**src/rtl/kanagawa_hal_gray_ptr_rx.sv**
```systemverilog
// Destination-side receiver for a synchronized Gray pointer: decodes it, checks each
// advance against MAX_STEP, and hands out the available span via take/take_ack.
module kanagawa_hal_gray_ptr_rx #(
  parameter int WIDTH    = 8,
  parameter int MAX_STEP = 1
) (
  input  logic             clk,
  input  logic             rst,
  input  logic [WIDTH-1:0] gray_ptr,
  input  logic             take,
  input  logic [WIDTH-1:0] take_count,
  output logic             take_ack,
  output logic [WIDTH-1:0] avail,
  output logic [WIDTH-1:0] bin_ptr,
  output logic [WIDTH-1:0] advance,
  output logic             advance_valid,
  output logic             err_step,
  input  logic             err_clear
);

  typedef enum logic [1:0] {PRIME, LOAD, RUN} state_t;

  state_t           state_q, state_d;
  logic [WIDTH-1:0] gray_q;
  logic [WIDTH-1:0] bin_ptr_q, bin_ptr_d;
  logic [WIDTH-1:0] rd_ptr_q, rd_ptr_d;
  logic [WIDTH-1:0] avail_q, avail_d;
  logic [WIDTH-1:0] advance_q, advance_d;
  logic             advance_valid_q, advance_valid_d;
  logic             take_ack_q, take_ack_d;
  logic             err_step_q, err_step_d;
  logic [WIDTH-1:0] bin_new;
  logic [WIDTH-1:0] step;
  logic             step_bad;

  always_comb begin
    bin_new = '0;
    bin_new[WIDTH-1] = gray_q[WIDTH-1];
    for (int i = WIDTH - 2; i >= 0; i--) bin_new[i] = bin_new[i+1] ^ gray_q[i];
  end

  assign step = bin_new - bin_ptr_q;

  always_comb begin
    state_d         = state_q;
    bin_ptr_d       = bin_ptr_q;
    rd_ptr_d        = rd_ptr_q;
    advance_d       = '0;
    advance_valid_d = 1'b0;
    take_ack_d      = 1'b0;
    step_bad        = 1'b0;
    case (state_q)
      PRIME: state_d = LOAD;
      LOAD: begin
        // Adopt whatever the remote side already published; nothing is owed yet.
        bin_ptr_d = bin_new;
        rd_ptr_d  = bin_new;
        state_d   = RUN;
      end
      default: begin
        if (step != '0) begin
          if (step <= WIDTH'(MAX_STEP)) begin
            bin_ptr_d       = bin_new;
            advance_d       = step;
            advance_valid_d = 1'b1;
          end else begin
            step_bad = 1'b1;
          end
        end
        // Judged against registered avail so a same-edge advance cannot over-grant.
        if (take && (take_count <= avail_q)) begin
          rd_ptr_d   = rd_ptr_q + take_count;
          take_ack_d = 1'b1;
        end
      end
    endcase
    avail_d = bin_ptr_d - rd_ptr_d;
    if (step_bad)       err_step_d = 1'b1;
    else if (err_clear) err_step_d = 1'b0;
    else                err_step_d = err_step_q;
  end

  always_ff @(posedge clk or posedge rst) begin
    if (rst) begin
      state_q         <= PRIME;
      gray_q          <= '0;
      bin_ptr_q       <= '0;
      rd_ptr_q        <= '0;
      avail_q         <= '0;
      advance_q       <= '0;
      advance_valid_q <= 1'b0;
      take_ack_q      <= 1'b0;
      err_step_q      <= 1'b0;
    end else begin
      state_q         <= state_d;
      gray_q          <= gray_ptr;
      bin_ptr_q       <= bin_ptr_d;
      rd_ptr_q        <= rd_ptr_d;
      avail_q         <= avail_d;
      advance_q       <= advance_d;
      advance_valid_q <= advance_valid_d;
      take_ack_q      <= take_ack_d;
      err_step_q      <= err_step_d;
    end
  end

  assign take_ack      = take_ack_q;
  assign avail         = avail_q;
  assign bin_ptr       = bin_ptr_q;
  assign advance       = advance_q;
  assign advance_valid = advance_valid_q;
  assign err_step      = err_step_q;

endmodule

```
**config.mk**
```make
export PLATFORM = sky130hd
export DESIGN_NAME = kanagawa_hal_gray_ptr_rx
export DESIGN_NICKNAME = d
export VERILOG_FILES = /design/src/rtl/kanagawa_hal_gray_ptr_rx.sv
export SDC_FILE = /design/constraint.sdc
export NUM_CORES = 1
export LEC_CHECK = 0
export CAP_MARGIN = 20
export CELL_PAD_IN_SITES_DETAIL_PLACEMENT = 0
export CELL_PAD_IN_SITES_GLOBAL_PLACEMENT = 1
export CORE_UTILIZATION = 38
export DETAILED_ROUTE_END_ITERATION = 8
export GPL_ROUTABILITY_DRIVEN = 0
export PLACE_DENSITY = 0.82
export SLEW_MARGIN = 20
export SYNTH_ARGS = -nofsm -noshare
export SYNTH_HDL_FRONTEND = slang
export SYNTH_SLANG_ARGS = --single-unit
```
**constraint.sdc**
```tcl
create_clock -name clk -period 5.75 [get_ports clk]
set_input_delay 1.15 -clock clk [delete_from_list [all_inputs] [get_ports clk]]
set_output_delay 1.15 -clock clk [all_outputs]
set_load 0.02 [all_outputs]
```
## After elaboration in Yosys (flattened, before gate mapping)

Index checks and enable logic that the tools add are counted.

| word-level totals | value |
|---|---|
| bits in registers | 45 |
| bits of input ports | 20 |
| logic and storage cells | 47 |

| operators by class | value |
|---|---|
| $lt $le $gt $ge | 2 |
| add/sub/neg operators | 3 |
| equal/unequal tests | 1 |
| multiplexer cells | 19 |
| reductions and logical operators | 6 |
| bitwise logic cells | 7 |

Operators with widths:

| kind | number |
|---|---|
| $mux 8 | 6 |
| $pmux 8 s2 | 2 |
| $sub 8x8->8 | 2 |
| $mux 1 | 10 |
| $add 8x8->8 | 1 |
| $le 8x1->1 const B | 1 |
| $le 8x8->1 | 1 |
| $reduce_bool 8->1 | 1 |
| $xor 1x1->1 | 7 |
| $pmux 2 s2 | 1 |
| $reduce_bool 2->1 | 2 |
| $eq 2x1->1 const B | 1 |
| $logic_not 2->1 | 1 |
| $reduce_or 2->1 | 1 |
| $logic_and 1x1->1 | 1 |

## Longest topological paths before layout

| logic depth | value |
|---|---|
| depth in word-level cells | 13 |
| depth in mapped cells | 25 |

## Worst setup path before layout

Ideal clock, no wire load.

| path | value |
|---|---|
| path type | reg-to-reg |
| start | register gray_q[7] |
| end | register avail_q[7] (netlist: avail[7]) |
| buffers on the path | 2 |
| setup time | 134 ps |
| clock period less this slack | 5493 ps |
| setup slack | 257 ps |
| cell stages (with the launch flop) | 26 |
| arrival time | 5359 ps |
| data required time | 5616 ps |
| cells stage by stage | dfrtp_1 -> buf_2 -> xor3_2 -> xnor3_1 -> xnor2_2 -> xor2_2 -> inv_2 -> xnor2_2 -> inv_2 -> ha_1 -> fa_1 -> nand2b_1 -> a21oi_1 -> xnor2_1 -> nand4_4 -> o31ai_4 -> clkbuf_1 -> o21ai_0 -> ha_1 -> nor2b_1 -> o21ai_0 -> nand2b_1 -> a21o_1 -> a2111oi_0 -> nor3_1 -> xnor3_1 |

| between the ends | value |
|---|---|
| word-level cells in the longest chain between the ends | 13 |
| elaborated cells between the ends (all ways) | 15 |
| classes of those cells | 2 x add/sub; 1 x order compare; 4 x mux; 7 x bitwise; 1 x reduce/logical |

Ends and longest elaborated chain:

| what | line | RTL |
|---|---|---|
| from (decl) | 24 | `logic [WIDTH-1:0] gray_q;` |
| from (signal assigned) | 96 | `gray_q <= gray_ptr;` |
| $xor 1x1->1 (7 in a row) | 39 | `for (int i = WIDTH - 2; i >= 0; i--) bin_new[i] = bin_new[i+1] ^ gray_q[i];` |
| $sub 8x8->8 | 42 | `assign step = bin_new - bin_ptr_q;` |
| $le 8x1->1 | 62 | `if (step <= WIDTH'(MAX_STEP)) begin` |
| $mux 8 | 62 |  |
| $mux 8 | 61 | `if (step != '0) begin` |
| $pmux 8 s2 * | 52 | `case (state_q)` |
| net bin_ptr_d[1] | 25 | `logic [WIDTH-1:0] bin_ptr_q, bin_ptr_d;` |
| $sub 8x8->8 * | 77 | `avail_d = bin_ptr_d - rd_ptr_d;` |
| net avail_d[7] | 27 | `logic [WIDTH-1:0] avail_q, avail_d;` |
| to (signal assigned) | 99 | `avail_q <= avail_d;` |
| to (decl) | 27 |  |

Mark *: on every way through the listed nets, which the timed path passes. The rest lies on a longest branch.
A chain may end at the register's enable or synchronous reset.

## Worst setup path after layout

| path | value |
|---|---|
| start | register gray_q[6] |
| end | register avail_q[7] (netlist: avail[7]) |

| between the ends | value |
|---|---|
| word-level cells in the longest chain between the ends | 13 |
| elaborated cells between the ends (all ways) | 15 |
| classes of those cells | 2 x add/sub; 1 x order compare; 4 x mux; 7 x bitwise; 1 x reduce/logical |

Ends and longest elaborated chain:

| what | line |
|---|---|
| $xor 1x1->1 * | 39 |
| $xor 1x1->1 (6 in a row) | 39 |
| $sub 8x8->8 | 42 |
| $le 8x1->1 | 62 |
| $mux 8 | 62 |
| $mux 8 | 61 |
| $pmux 8 s2 * | 52 |
| net bin_ptr_d[2] | 25 |
| $sub 8x8->8 * | 77 |
| net avail_d[7] | 27 |

Marked as above.

==> flow_summary.json <==
{
  "worst-path-max-fanout": 5,
  "vias_per_instance": 4.93,
  "cts.sink_count": 45,
  "total_leakage_power_nw": 1.68,
  "first_pass_grt_wire_length_mm": 10.1,
  "port_buffers": 46,
  "async_reset_ff_frac": 1.00,
  "maxClockFrequency_mhz": 181,
  "synth_top_area_frac": 0.394,
  "drt_drc_violations_left": 0,
  "worstPathArrival_ns": 5.73,
  "wl_per_cell_um": 14.4,
  "post_route_clock_period_utilization": 0.961,
  "clk_latency_ns": 0.32,
  "antenna_cells": 0,
  "number_of_buffers_inserted_by_hold_repair_at_cts": 0,
  "initial_antenna_violation_count": 0,
  "worst_path_max_delay_cell": "xor3_2",
  "path_cells": "xor3_2 > xnor3_2 > xnor2_4 > xor2_2 > inv_2 > xnor2_2 > inv_2 > ha_1 > fa_1 > nand2b_1 > a21oi_2 > a21oi_1 > mux2_2 > o31ai_4 > mux2_2 > ha_1 > o21ai_1 > nand2b_1 > a21o_1 > a2111oi_2 > nor3_1 > xnor3_1",
  "fp.coreArea_sq_um": 7250,
  "groute.usage.overall": 0.172,
  "multiplexer_area_fraction_after_synthesis": 0.0495,
  "grt_max_degree": 46,
  "finalSetupTns_ns": 0,
  "max_stage_delay_ns": 0.43,
  "start_kind": "flip-flop",
  "grt.overflow.total": 0,
  "vias_in_the_first_global_route": 2136,
  "synth_adder_area_share": 0.148,
  "synthesis.area_per_instance_sq_um": 10.5,
  "worst_clock_skew_ns": 0.0142,
  "powerDensity_nw_per_um2": 582,
  "synth-seq-cells": 45,
  "final.fill_count": 697,
  "critical_path_class": "flip-flop to flip-flop",
  "drive_gt1_frac": 0.125,
  "yosys.area_share.simple": 0.119,
  "chipWidth_um": 88.7,
  "core.rowCount": 31,
  "cpLargestDelayFamily": "XOR/XNOR gates",
  "finalPower_mw": 2.11,
  "area_growth_syn_to_layout_pct": 27.1,
  "peakVddDrop_mv": 0.218,
  "post_synth_edffs": 0,
  "setup.worst_path.end_class": "flip-flop",
  "nets": 387,
  "number_of_buffers_added_by_the_clock_tree_synthesis_step": 5,
  "final-hold-violation-count": 0,
  "detailed_place_hpwl_mm": 4.71,
  "slew_viol_final": 0,
  "synthesis.area_sq_um": 2860,
  "synth_compound_area_frac": 0.156,
  "synth.distinct_cells": 55,
  "synth.largest_area_cell": "dfrtp_1",
  "clock_slew_seen_by_the_registers_of_the_worst_setup_and_hold_paths_ns": 0.10,
  "leading_cell_types_by_total_area_after_synthesis": "dfrtp_1, ha_1, inv_1",
  "sequential_element_share_of_the_synthesized_area": 0.394,
  "cts_tree": "yes",
  "worst_hold_path_type": "flip-flop to flip-flop",
  "combinational_family_with_the_most_area_after_synthesis": "compound AO/OA/AOI/OAI gates",
  "cts_max_level": 2,
  "dr.first_iter.drc_count": 102,
  "synth-xor-area-share": 0.0845,
  "clock-root-buffer": "clkbuf_8",
  "floorplan.die.height_um": 88.7,
  "ys_dominant_reg_cell": "dfrtp_1",
  "timing.slew.headroom": 0.377,
  "die-area_sq_um": 7870,
  "max-cap-violations": 0,
  "via_count": 2146,
  "floorplan.io_pins": 47,
  "initial_core_util": 0.394,
  "netlist_instances": 273,
  "status": "finished, final reports clean",
  "transition_time_at_the_pin_with_the_least_slew_margin_ns": 0.933,
  "max-clock-path-buffers": 2,
  "drt_pass1_iterations": 4,
  "period_needed_ns": 5.53,
  "yosys_warnings": 0,
  "antenna_violating_nets_post_route": 0,
  "critPathRequiredTime_ns": 5.96,
  "setup_viol_count_final": 0,
  "routed_wl_mm": 6.28,
  "crit_path_buffers_inverters": 2
}
## layout make-up
type | instances | area [sq um] | share of cell area
sequential | 45 | 1130 | 0.310
inverter | 30 | 113 | 0.0310
timing repair buffer | 55 | 528 | 0.145
clock buffer | 5 | 68.8 | 0.0189
tap | 99 | 124 | 0.0341
clock inverter | 3 | 25.0 | 0.00689
multi-input combinational | 198 | 1650 | 0.454
## cell families after synthesis
kind of cell / after synthesis
AOI/OAI and AO/OA: 64
xor gates and xnor gates: 20
adders and majority gates: 32
buffers and inverters: 36
DFF: 45
muxes: 13
other: 1
and+or+nand+nor: 62
## final timing paths
kind / startpoint / to / slack (ns) / cells after the start
max: gray_q[6] / avail[7] / 0.22 / 22
min: err_step / err_step / 0.55 / 2
max reg2reg: gray_q[6] / avail[7] / 0.22 / 22
min reg2reg: err_step / err_step / 0.55 / 2
max in group asynchronous: rst / gray_q[1] / 3.81 / 2
min in group asynchronous: rst / advance[4] / 1.33 / 2
## power by group
part | switching, mW | leakage [nW] | internal (mW)
logic | 0.737 | 1.11 | 0.664
clock network | 0.124 | 0.0447 | 0.0879
registers | 0.0741 | 0.526 | 0.425
## flip-flops by register name, indices dropped and copies added (netlist names)
signal,flops
advance,8
avail,8
bin_ptr,8
gray_q,8
rd_ptr_q,8
state_q,2
advance_valid,1
err_step,1
take_ack,1
## layer usage
| layer | track usage | up-vias | wire length, um |
|---|---|---|---|
| li1 | - | 1061 | - |
| met1 | 0.219 | 1034 | 2930 |
| met2 | 0.287 | 44 | 3040 |
| met3 | 0.0382 | 7 | 254 |
| met4 | 0.0616 | 0 | 57 |
| met5 | 0 | - | 0 |
## cell usage in the layout (no fill, tap or decap), types with 2 or more instances in the layout
cell type and n:
clkdlybuf4s50_1 46, dfrtp_1 45, ha_1 29, inv_1 27, a21oi_1 14, nand2_1 14
nor2b_1 11, nor2_1 11, o21ai_0 11, buf_4 9, xnor2_1 7, mux2i_1 7
a21o_1 7, conb_1 7, nor3_1 6, xor2_1 6, o21a_1 6, nand2b_1 6
o21ai_1 5, mux2_2 5, clkbuf_8 5, inv_2 3, nand3_1 3, fa_1 3
xnor2_2 2, a2111oi_2 2, or3_1 2, and3_1 2, a21boi_0 2, o31ai_1 2
## metrics by stage
step	hold WS, ns	util	cell area, sq um	cells	setup WS (ns)
after floorplan	0.550	-	2880	279	0.257
after global placement	0.515	0.476	3460	420	0.212
after detailed placement	0.533	0.476	3460	420	0.00553
after CTS	0.546	0.492	3570	431	0.0338
after global routing	0.612	0.501	3630	435	-0.0472
final	0.545	0.501	3630	435	0.224
## cell usage after synthesis, types with 2 or more instances
master,n
ha_1,29
xor2_1,6
a21boi_0,2
xnor3_1,2
o21ai_1,3
nand3_1,3
or3_1,2
a21o_1,7
mux2_2,5
xnor2_2,2
nor3_1,6
xnor2_1,8
nor2b_1,11
a21oi_1,15
nand2_1,14
inv_2,2
clkbuf_1,5
nand2b_1,6
dfrtp_1,45
nor2_1,11
o21a_1,6
o31ai_1,2
inv_1,28
o21ai_0,13
mux2i_1,7
fa_1,3
and3_1,2
## worst reg2reg max path, cell delays in order, from the launching register on
cell,delay (ns)
dfrtp_1,0.40
xor3_2,0.43
xnor3_2,0.33
xnor2_4,0.21
xor2_2,0.21
inv_2,0.10
xnor2_2,0.16
inv_2,0.06
ha_1,0.20
fa_1,0.41
nand2b_1,0.18
a21oi_2,0.22
a21oi_1,0.11
mux2_2,0.33
o31ai_4,0.29
mux2_2,0.39
ha_1,0.32
o21ai_1,0.11
nand2b_1,0.10
a21o_1,0.21
a2111oi_2,0.35
nor3_1,0.10
xnor3_1,0.19
## what timing repair did
action | in CTS | in global routing
endpoints found under the hold margin | 0 | 0
cloned | 0 | 0
setup buffers | 3 | 4
pin swaps | 2 | 5
endpoints found under the setup margin | 1 | 2
resized for setup | 0 | 8
Power figures use the tool's default switching activity.
==> edit (same settings) <==
Re-encode `state_t` (3 states) as one-hot, 3 bits wide.
--- a/src/rtl/kanagawa_hal_gray_ptr_rx.sv
+++ b/src/rtl/kanagawa_hal_gray_ptr_rx.sv
@@ -18,7 +18,7 @@
   input  logic             err_clear
 );
 
-  typedef enum logic [1:0] {PRIME, LOAD, RUN} state_t;
+  typedef enum logic [2:0] {PRIME = 3'b001, LOAD = 3'b010, RUN = 3'b100} state_t;
 
   state_t           state_q, state_d;
   logic [WIDTH-1:0] gray_q;
Check against the original RTL: no difference found for any inputs over 4 cycles, from zero or initial values and one cycle with rst high; so few cycles prove little.
==> edit against the unedited design <==
  * The flow now finishes with violations (setup timing)
  * Sequential cell count is 1 higher
  * Total power shrank 8.3%
  * Count of clock-buffer cells in the layout grew 2
  * Final area increased by 2.8%
  * Cell count up 2.5%
  * Wire length down 5.0%
  * Worst setup slack got worse by 0.23 ns
  * Synthesized area down 3.3%
  * Worst hold slack got worse by 0.024 ns
  * Maximum frequency fell by 4.0%
  * Largest cell class unchanged
==> edit: results (changes against the unedited design) <==
* Outcome: finished, violations left (was finished clean)
* Failing checks: setup timing
* DP HPWL at 4.74 mm (was 4.71 mm)
* Sequential area share after synthesis at 0.417 (was 0.394)
* Nets at 401 (was 387)
* Max VDD drop at 0.184 mV (was 0.218 mV)
* CP max FO at 4 (was 5)
* Pin count of the biggest net entering global routing at 47 (was 46)
* # fillers at 645 (was 697)
* Synth area leaders: dfrtp_1, ha_1, inv_1, nor2_1, xnor2_1 (was dfrtp_1, ha_1, inv_1, a21oi_1, mux2i_1)
* Placed cells at 433 (was 420)
* Leakage at 1.75 nW (was 1.68 nW)
* Most instantiated cells after synthesis: dfrtp_1, inv_1, ha_1 (was dfrtp_1, ha_1, inv_1)
* 1st-iter DRT viols at 106 (was 102)
* Dpl cell area at 0.00353 mm2 (was 0.00346 mm2)
* Number of vias per cell at 4.84 (was 4.93)
* Per-cell routed wire length at 13.4 um (was 14.4 um)
* First-pass GRT wire length at 9.94 mm (was 10.1 mm)
* Clk_lat worst skew at 0.30 ns (was 0.32 ns)
* Post-synth cell types at 49 (was 55)
* CP arrival at 5.98 ns (was 5.73 ns)
* Placement Setup Slack at -0.210 ns (was 0.00553 ns)
* Final std cells w/o fill at 446 (was 435)
* Mapped Cells at 270 (was 273)
* Final setup TNS at -0.00723 ns (was 0 ns)
* All-Layer GR Usage at 0.173 (was 0.172)
* Clock buffer depth at 2 (unchanged)
* Clock Skew at 0.00874 ns (was 0.0142 ns)
* Slew headroom at 0.468 (was 0.377)
* # setup viols final at 1 (was 0)
* Vias in the first global route at 2191 (was 2136)
* Internal power at 1.15 mW (was 1.18 mW)
* Final setup margin at -0.00723 ns (was 0.224 ns)
* Share of cells above drive strength 1 at 0.169 (was 0.125)
-- edit: cell count changes after synthesis, sizes merged, moves of 3 or more --
cell   change
nand2      -3
inv        +3
a21o       -3
nor2b      -7
o31ai      -3
mux2i      -4
nand3      -3
nor4       +3
mux2       -5
nor2      +13
a211o      +3
-- edit: cell type report --
cell class	instances	area, um2	area share
Multi-Input combinational cell	193	1580	0.424
Tap cell	96	120	0.0322
Timing Repair Buffer	70	648	0.174
Clock inverter	1	30.0	0.00804
Clock buffer	7	76.3	0.0204
Sequential cell	46	1150	0.309
Inverter	33	125	0.0335
-- edit: power by group through the flow --
stage               clock network, mW  registers, mW  logic (mW)
CTS                             0.247          0.474        1.20
floorplan                           0          0.534       0.728
global route                    0.259          0.484        1.36
global placement                    0          0.477        1.14
finish                          0.238          0.474        1.23
detailed placement                  0          0.480        1.16
-- edit: worst paths after layout --
check | startpoint | cells past startpoint | slack, ns | endpoint
hold reg to reg | state_q[0] | 1 | 0.52 | state_q[0]
setup / recovery | gray_q[7] | 24 | -0.007 | avail[6]
setup reg to reg | gray_q[7] | 24 | -0.007 | avail[6]
hold / removal | state_q[0] | 1 | 0.52 | state_q[0]
min in group asynchronous | rst | 2 | 1.29 | advance[5]
max in group asynchronous | rst | 2 | 3.98 | async pin
-- edit: logic make-up after synthesis --
family,after synthesis,synth area share
flops,46,0.417
other cells,1,0.00136
simple gates,63,0.110
xor+xnor,21,0.0856
fa+ha+maj,32,0.153
buf+inv,37,0.0503
compound gates,65,0.160
mux,5,0.0231
-- edit: what timing repair did --
action | in CTS | in global routing
pin swaps | 6 | 8
gates resized for setup | 7 | 8
endpoints found under the setup margin | 3 | 3
buffers inserted | 1 | 4
-- edit: worst max-delay path, cell delays in order (launching register included) --
cell and delay [ns]:
dfrtp_1 0.41, xor2_2 0.20, xnor2_2 0.26, xnor2_4 0.18
xor2_4 0.20, xnor2_2 0.14, xnor2_1 0.16, inv_1 0.11
xnor2_2 0.23, inv_2 0.08, ha_4 0.17, fa_2 0.52
o2111ai_1 0.09, or4_4 0.53, a2111o_1 0.34, nand2_4 0.08
mux2i_2 0.24, ha_2 0.21, inv_1 0.05, fa_2 0.37
a21oi_4 0.18, nor2b_1 0.06, mux4_2 0.48, o41ai_2 0.24
xnor2_1 0.16
-- edit: routing by layer --
layer | vias up | global-route usage | share of wire
li1 | 1090 | - | -
met1 | 1027 | 0.208 | 0.44
met2 | 34 | 0.313 | 0.52
met3 | 6 | 0.0294 | 0.024
met4 | 0 | 0.0537 | 0.012
met5 | - | 0 | 0
